$ cat config.mk
export PLATFORM = sky130hd
export DESIGN_NAME = phase_sequencer
export DESIGN_NICKNAME = d
export VERILOG_FILES = /design/src/rtl/phase_sequencer.sv
export SDC_FILE = /design/constraint.sdc
export NUM_CORES = 1
export LEC_CHECK = 0
export ABC_CLOCK_PERIOD_IN_PS = 1800
export BUFFER_PORTS_ARGS = -buffer_cell sky130_fd_sc_hd__buf_2
export CORE_ASPECT_RATIO = 1.5
export CORE_MARGIN = 2
export CORE_UTILIZATION = 25
export CTS_CLUSTER_SIZE = 14
export DETAILED_ROUTE_END_ITERATION = 12
export PLACE_DENSITY = 0.49
export SYNTH_ARGS = -nofsm -noshare
export SYNTH_HDL_FRONTEND = slang
export SYNTH_SLANG_ARGS = --single-unit
$ cat constraint.sdc
create_clock -name clk -period 1.8 [get_ports clk]
set_clock_uncertainty 0.05 [all_clocks]
set_input_delay 0.54 -clock clk [delete_from_list [all_inputs] [get_ports clk]]
set_output_delay 0.54 -clock clk [all_outputs]
set_load 0.005 [all_outputs]
$ cat src/rtl/phase_sequencer.sv
// Intersection phase sequencer: ALLRED -> GREEN -> YELLOW -> ALLRED with min/max green
// enforcement, request latching and per-lane lamp drive. All outputs are registered.
module phase_sequencer #(
  parameter int unsigned GREEN_MIN = 8,
  parameter int unsigned GREEN_MAX = 32,
  parameter int unsigned YELLOW_T  = 3,
  parameter int unsigned ALLRED_T  = 2,
  parameter int unsigned CW        = 6
) (
  input  logic       clk,
  input  logic       rst,
  input  logic [3:0] lane_req,
  input  logic       req_valid,
  output logic [3:0] green,
  output logic [3:0] yellow,
  output logic [3:0] red,
  output logic [1:0] phase,
  output logic [3:0] active_lane,
  output logic       switch_pulse,
  output logic       bad_req
);

  typedef enum logic [1:0] {
    StAllred = 2'b00,
    StGreen  = 2'b01,
    StYellow = 2'b10
  } phase_e;

  localparam logic [CW-1:0] AllredLast   = CW'(ALLRED_T - 1);
  localparam logic [CW-1:0] GreenMinLast = CW'(GREEN_MIN - 1);
  localparam logic [CW-1:0] GreenMaxLast = CW'(GREEN_MAX - 1);
  localparam logic [CW-1:0] YellowLast   = CW'(YELLOW_T - 1);

  phase_e        phase_q, phase_d;
  logic [CW-1:0] timer_q, timer_d;
  logic [3:0]    active_q, active_d;
  logic [3:0]    pending_q, pending_d;
  logic [3:0]    target_q, target_d;
  logic [3:0]    green_d, yellow_d;
  logic          req_onehot;

  assign req_onehot = (lane_req != 4'd0) && ((lane_req & (lane_req - 4'd1)) == 4'd0);

  always_comb begin
    phase_d   = phase_q;
    timer_d   = timer_q + 1'b1;
    active_d  = active_q;
    target_d  = target_q;
    pending_d = (req_valid && req_onehot) ? lane_req : pending_q;

    // Exit decisions use pending_q, i.e. the value from before this edge.
    case (phase_q)
      StAllred: begin
        if (timer_q == AllredLast) begin
          phase_d  = StGreen;
          timer_d  = '0;
          active_d = target_q;
        end
      end
      StGreen: begin
        if (timer_q >= GreenMinLast && pending_q != active_q) begin
          phase_d  = StYellow;
          timer_d  = '0;
          target_d = pending_q;
        end else if (timer_q == GreenMaxLast) begin
          phase_d  = StYellow;
          timer_d  = '0;
          target_d = {active_q[2:0], active_q[3]};
        end
      end
      StYellow: begin
        if (timer_q == YellowLast) begin
          phase_d = StAllred;
          timer_d = '0;
        end
      end
      default: begin
        phase_d = StAllred;
        timer_d = '0;
      end
    endcase

    green_d  = (phase_d == StGreen)  ? active_d : 4'd0;
    yellow_d = (phase_d == StYellow) ? active_d : 4'd0;
  end

  always_ff @(posedge clk) begin
    if (rst) begin
      phase_q      <= StAllred;
      timer_q      <= '0;
      active_q     <= 4'b0001;
      pending_q    <= 4'b0001;
      target_q     <= 4'b0001;
      green        <= 4'b0000;
      yellow       <= 4'b0000;
      red          <= 4'b1111;
      switch_pulse <= 1'b0;
      bad_req      <= 1'b0;
    end else begin
      phase_q      <= phase_d;
      timer_q      <= timer_d;
      active_q     <= active_d;
      pending_q    <= pending_d;
      target_q     <= target_d;
      green        <= green_d;
      yellow       <= yellow_d;
      red          <= ~(green_d | yellow_d);
      switch_pulse <= (phase_d == StGreen) && (phase_q != StGreen);
      bad_req      <= req_valid && !req_onehot;
    end
  end

  assign phase       = phase_q;
  assign active_lane = active_q;

endmodule

After elaboration in Yosys (flattened, before gate mapping)

Index checks and enable logic that the tools add are counted.

Bits in registers: 34
Bits of input ports: 7
Output and inout port bits: 20

$add $sub $neg: 2
$lt $le $gt $ge: 1
Eq/ne operators: 9
Muxes and demuxes: 16
Reductions and logical operators: 11
Bitwise operators: 3

Operator list:

| kind                                                   | count |
|---|---|
| 2-to-1 mux 4 bit                                       | 6 |
| 2-to-1 mux 6 bit                                       | 4 |
| case mux 6 bit (3 select lines)                        | 1 |
| 2-to-1 mux 2 bit                                       | 4 |
| adder 6 x 1 -> 6 bit (second input constant)           | 1 |
| == test 6 x 1 -> 1 bit (second input constant)         | 1 |
| == test 6 x 2 -> 1 bit (second input constant)         | 1 |
| == test 6 x 5 -> 1 bit (second input constant)         | 1 |
| >= comparator 6 x 3 -> 1 bit (second input constant)   | 1 |
| case mux 2 bit (3 select lines)                        | 1 |
| logical AND 1 bit                                      | 5 |
| AND 4 bit                                              | 1 |
| == test 2 x 1 -> 1 bit (second input constant)         | 2 |
| == test 2 bit (second input constant)                  | 2 |
| logical NOT 4 bit                                      | 1 |
| inequality test 4 bit                                  | 1 |
| NOT 4 bit                                              | 1 |
| OR 4 bit                                               | 1 |
| nonzero test 4 bit                                     | 1 |
| subtractor 4 x 1 -> 4 bit (second input constant)      | 1 |
| logical NOT 2 bit                                      | 1 |
| inequality test 2 x 1 -> 1 bit (second input constant) | 1 |
| AND reduction 2 bit                                    | 1 |
| nonzero test 2 bit                                     | 1 |
| logical NOT 1 bit                                      | 1 |

Depth between registers and ports, before layout

Word-level depth: 8
Mapped depth: 6

Worst setup path before layout

OpenSTA, ideal clock, no wires.

Kind: reg2reg
Start point: reg timer_q[0]
End point: reg green[0]
Setup time: 59 ps
Clock period less this slack: 1831 ps
Path buffers: 1
Stages on the path, launching flop included: 7
Data arrival time: 1721 ps
Data required time: 1691 ps
Path slack: -31 ps
Cells stage by stage: dfxtp_1 ha_1 and4_2 and2_1 buf_2 a2111oi_4 a22o_1

Word-level cells in the longest chain between the ends: 6

Ends and longest elaborated chain:

| what                                                                   | RTL line | source |
|---|---|---|
| start: declaration                                                     | 35       | `logic [CW-1:0] timer_q, timer_d;` |
| start signal: assignment                                               | 101      | `timer_q <= timer_d;` |
| >= comparator 6 x 3 -> 1 bit or == test 6 x 5 -> 1 bit (tied branches) | 61, 65   |  |
| logical AND 1 bit or 2-to-1 mux 2 bit (tied branches)                  | 61, 65   |  |
| 2-to-1 mux 2 bit                                                       | 61       | `if (timer_q >= GreenMinLast && pending_q != active_q) begin` |
| case mux 2 bit (3 select lines)                                        | 52       | `case (phase_q)` |
| == test 2 x 1 -> 1 bit                                                 | 83       | `green_d = (phase_d == StGreen) ? active_d : 4'd0;` |
| 2-to-1 mux 4 bit (*)                                                   | 83       |  |
| end signal: assignment                                                 | 105      | `green <= green_d;` |
| end: declaration                                                       | 14       | `output logic [3:0] green,` |

Every way passes the cells marked *; elsewhere a longest branch is shown, timed or not.
A chain may end at the register's enable or synchronous reset.

Worst setup path in the final report

Start point: reg timer_q[2]
End point: reg timer_q[1]

Word-level cells in the longest chain between the ends: 4

Ends and longest elaborated chain:

| what                                                                   | RTL line |
|---|---|
| >= comparator 6 x 3 -> 1 bit or == test 6 x 5 -> 1 bit (tied branches) | 61, 65 |
| logical AND 1 bit or 2-to-1 mux 6 bit (tied branches)                  | 61, 65 |
| 2-to-1 mux 6 bit                                                       | 61 |
| case mux 6 bit (3 select lines) (*)                                    | 52 |

Marked as above.

==> summary.md <==
| Metric | Value |
|---|---|
| Status | `complete, no violations` |
| Cells after Synth | `173` |
| Post-synth EDFFs | `0` |
| Clk pwr share | `0.216` |
| Worst vdd ir | `0.3557 mV` |
| Net Sw Power | `0.9138 mW` |
| Fin crit period | `1.736 ns` |
| Die X | `70.44 µm` |
| CP peak stage delay | `0.43 ns` |
| Max-cap viol count | `0` |
| Main flop type after synthesis | `dfxtp_1` |
| Total grt overflow | `0` |
| Lkg Pwr | `0.8600 nW` |
| DR iter-0 viols | `38` |
| RSZ-0062 raised after global routing | `yes` |
| Root Buffer | `clkbuf_8` |
| Worst hold margin | `0.4196 ns` |
| Synthesized area per cell | `9.568 µm²` |
| # IOs | `27` |
| Final Instance Area | `0.002208 mm²` |
| Drt pass-1 iters | `4` |
| Final Setup Violations | `0` |
| Vias per cell | `4.917` |
| Clock sinks | `34` |
| Relative slew slack | `0.7070` |
| Die Area | `0.007302 mm²` |
| Share of layout cells above drive strength 1 | `0.3833` |
| Core Region | `0.006441 mm²` |
| Combinational Power Share | `0.410` |
| Setup crit start kind | `flip-flop` |
| Latest clock arrival within the worst-skew pair | `0.29 ns` |
| Largest net degree at the start of global routing | `14` |
| F_max | `575.9 MHz` |
| # H-tree levels | `2` |
| Final Cycle Share | `0.9647` |
| Final hold vios | `0` |
| Asr flop ratio synth | `0` |
| Setup slack, reg-to-reg | `0.06 ns` |
| ANT nets after route | `0` |
| Clock-pin slew on the worst setup and hold paths | `0.07 ns` |
| Yosys warnings | `0` |
| Wire per inst | `14.83 µm` |
| Antenna diode count | `0` |
| DRC Markers | `0` |
| Pint | `1.567 mW` |
| Fin. max-slew vios | `0` |
| First-pass GRT wire length | `7.389 mm` |
| Vias post-DR | `1490` |
| WS Path Type | `reg2reg` |
| Most frequent cells in the layout | `dfxtp_1, buf_4, buf_2, o21ai_0, nand2_1` |
| Fin cells | `303` |
| IO buf count | `26` |
| CP endpoint | `timer_q[1]` |
| Rows | `36` |
| CP max-delay cell | `a2111oi_4` |
| DP Cell Count | `293` |
| Critical path, cell by cell | `buf_4 -> a2111oi_4 -> buf_4 -> o211ai_1 -> buf_4 -> a211oi_1` |
| Initial core utilization | `0.2570` |
| Stages on the worst setup path | `6` |
| Layout Area Growth over Synthesis | `33.41%` |
| CP required | `1.96 ns` |
| Longest Clk Path Bufs | `2` |
| Core Util, Final | `0.3429` |
| Vert. Die Dim | `103.7 µm` |
| Initial antenna violation count | `0` |
| Hpwl dp | `3.438 mm` |
| FF-to-FF Start | `timer_q[2]` |
| CP dominant cell by count | `buf_4` |
| GRT Total Usage | `0.1291` |
| Worst setup EP type | `flip-flop` |
| Sequential fraction of the synthesis area | `0.4112` |
| CP startpoint | `timer_q[2]` |
| # nets final | `237` |
| Sequential power share | `0.374` |
| Crit path max-delay family | `compound AO/OA/AOI/OAI gates` |
| Post-synthesis cell area | `0.001655 mm²` |
| Commonest non-fill, non-tap cell in the layout | `dfxtp_1` |
| Vias in the first global route | `1521` |
| Slew @ Worst Pin | `0.4385 ns` |
| Sw Ratio | `0.3684` |
| Post-place instance area | `0.002054 mm²` |
| Pwr dens | `1123 mW/mm²` |
| CTS Buf Count | `5` |
| Worst EP arrival | `1.89 ns` |
| Reg2Reg Depth | `6` |
| Worst Path Buf+Inv | `3` |
| Yosys cell types | `50` |
| GP Congestion | `0.8459` |
| Worst hold path type | `reg2reg` |
| Synthesis-stage register bit count | `34` |
| Worst r2r dst | `timer_q[1]` |
| Drt total wl | `4.494 mm` |
| Critical path peak fanout | `6` |
| CTS tree | `built` |
| Syn_nets | `183` |
==> timing repair <==
action	in CTS	in global routing
pin swaps	1	7
hold endpoints to repair	0	0
setup endpoints to repair	13	19
buffers inserted	0	3
cloned	0	0
hold buffers	0	0
gates resized for setup	2	12
==> synthesized netlist by cell type, drive strengths merged (2+ instances only) <==
cell type  instances  area, µm²
nand2              9      33.78
and2               3      18.77
and4               2      18.77
or2                2      15.02
nand4              6      37.54
nor2               6      22.52
a22oi              2      15.01
a32oi              2      17.52
a211oi             6      45.04
xnor2              6      52.55
dfxtp             34      680.7
nor3               6      41.29
a21oi              5      25.02
nand2b             5      31.28
buf                4      28.77
nand4b             3      26.28
nor2b              6      37.54
o211ai             4      30.03
inv                8      30.03
xor2               2      17.52
a22o               4      35.03
ha                 3      37.54
a2111oi            3      63.81
o21bai             2      15.01
clkbuf             6      22.52
nand3              2      10.01
a31oi              6      37.54
o21ai             10      50.05
==> per-layer routing <==
metal,track usage,share of wire
met2,0.2345,0.53
met3,0.03502,0.043
met5,0,0
met1,0.1325,0.39
met4,0.06319,0.035
==> worst min-delay path by stage <==
stage,slack (ns),endpoint,from,cells past startpoint
detailed placement,0.40,green[0],target_q[0],1
floorplan,0.39,green[0],target_q[0],1
global placement,0.41,green[0],target_q[0],1
finish,0.42,green[0],target_q[0],1
CTS,0.42,green[0],target_q[0],1
global route,0.45,green[0],target_q[0],1
==> power groups by stage <==
stage / Sequential [mW] / Clock (mW) / Combinational, mW
detailed placement: 0.922 / 0 / 0.932
global route: 0.938 / 0.584 / 1.12
global placement: 0.923 / 0 / 0.929
CTS: 0.908 / 0.555 / 0.947
finish: 0.928 / 0.537 / 1.02
floorplan: 0.927 / 0 / 0.519
==> cells by family (layout without fill, tap and decap cells) <==
logic type,Yosys count,count (layout),share of synthesized area
adders and majority gates,3,3,0.02268
and+or+nand+nor,58,58,0.2162
muxes,1,1,0.006047
AOI/OAI and AO/OA,51,51,0.2525
DFF,34,34,0.4112
buffers and inverters,18,72,0.04913
xor gates and xnor gates,8,8,0.04233
==> metrics by stage <==
step                      power (mW)   TNS, ns  setup slack, ns
after floorplan                1.447         0          0.02469
after global placement         1.852  -0.02296        -0.008589
after detailed placement       1.854   -0.1799         -0.04416
after CTS                      2.410         0         0.008448
after global routing           2.639  -0.04587         -0.01869
final                          2.481         0          0.06355
==> flip-flops by register name, summed over array words and instances, names as in the netlist <==
register	count
active_lane	4
bad_req	1
green	4
pending_q	4
phase	2
red	4
switch_pulse	1
target_q	4
timer_q	6
yellow	4
==> final cells by class <==
cell class / count / area, µm²
fillers: 679 / 4233
multi-input cells: 121 / 942.2
well taps: 76 / 95.09
inverters: 8 / 30.03
flip-flops and latches: 34 / 686.9
repair buffers: 57 / 375.4
clock buffers: 5 / 68.82
clock inverters: 2 / 10.01
==> worst reg2reg max path, delay by kind of cell, from the launching register on <==
kind                   cells  cell delay (ns)
flip-flops                 1             0.36
buffers and inverters      3             0.52
AO/OA/AOI/OAI              3             0.72
Note: power is estimated with default switching activity, not from simulation.
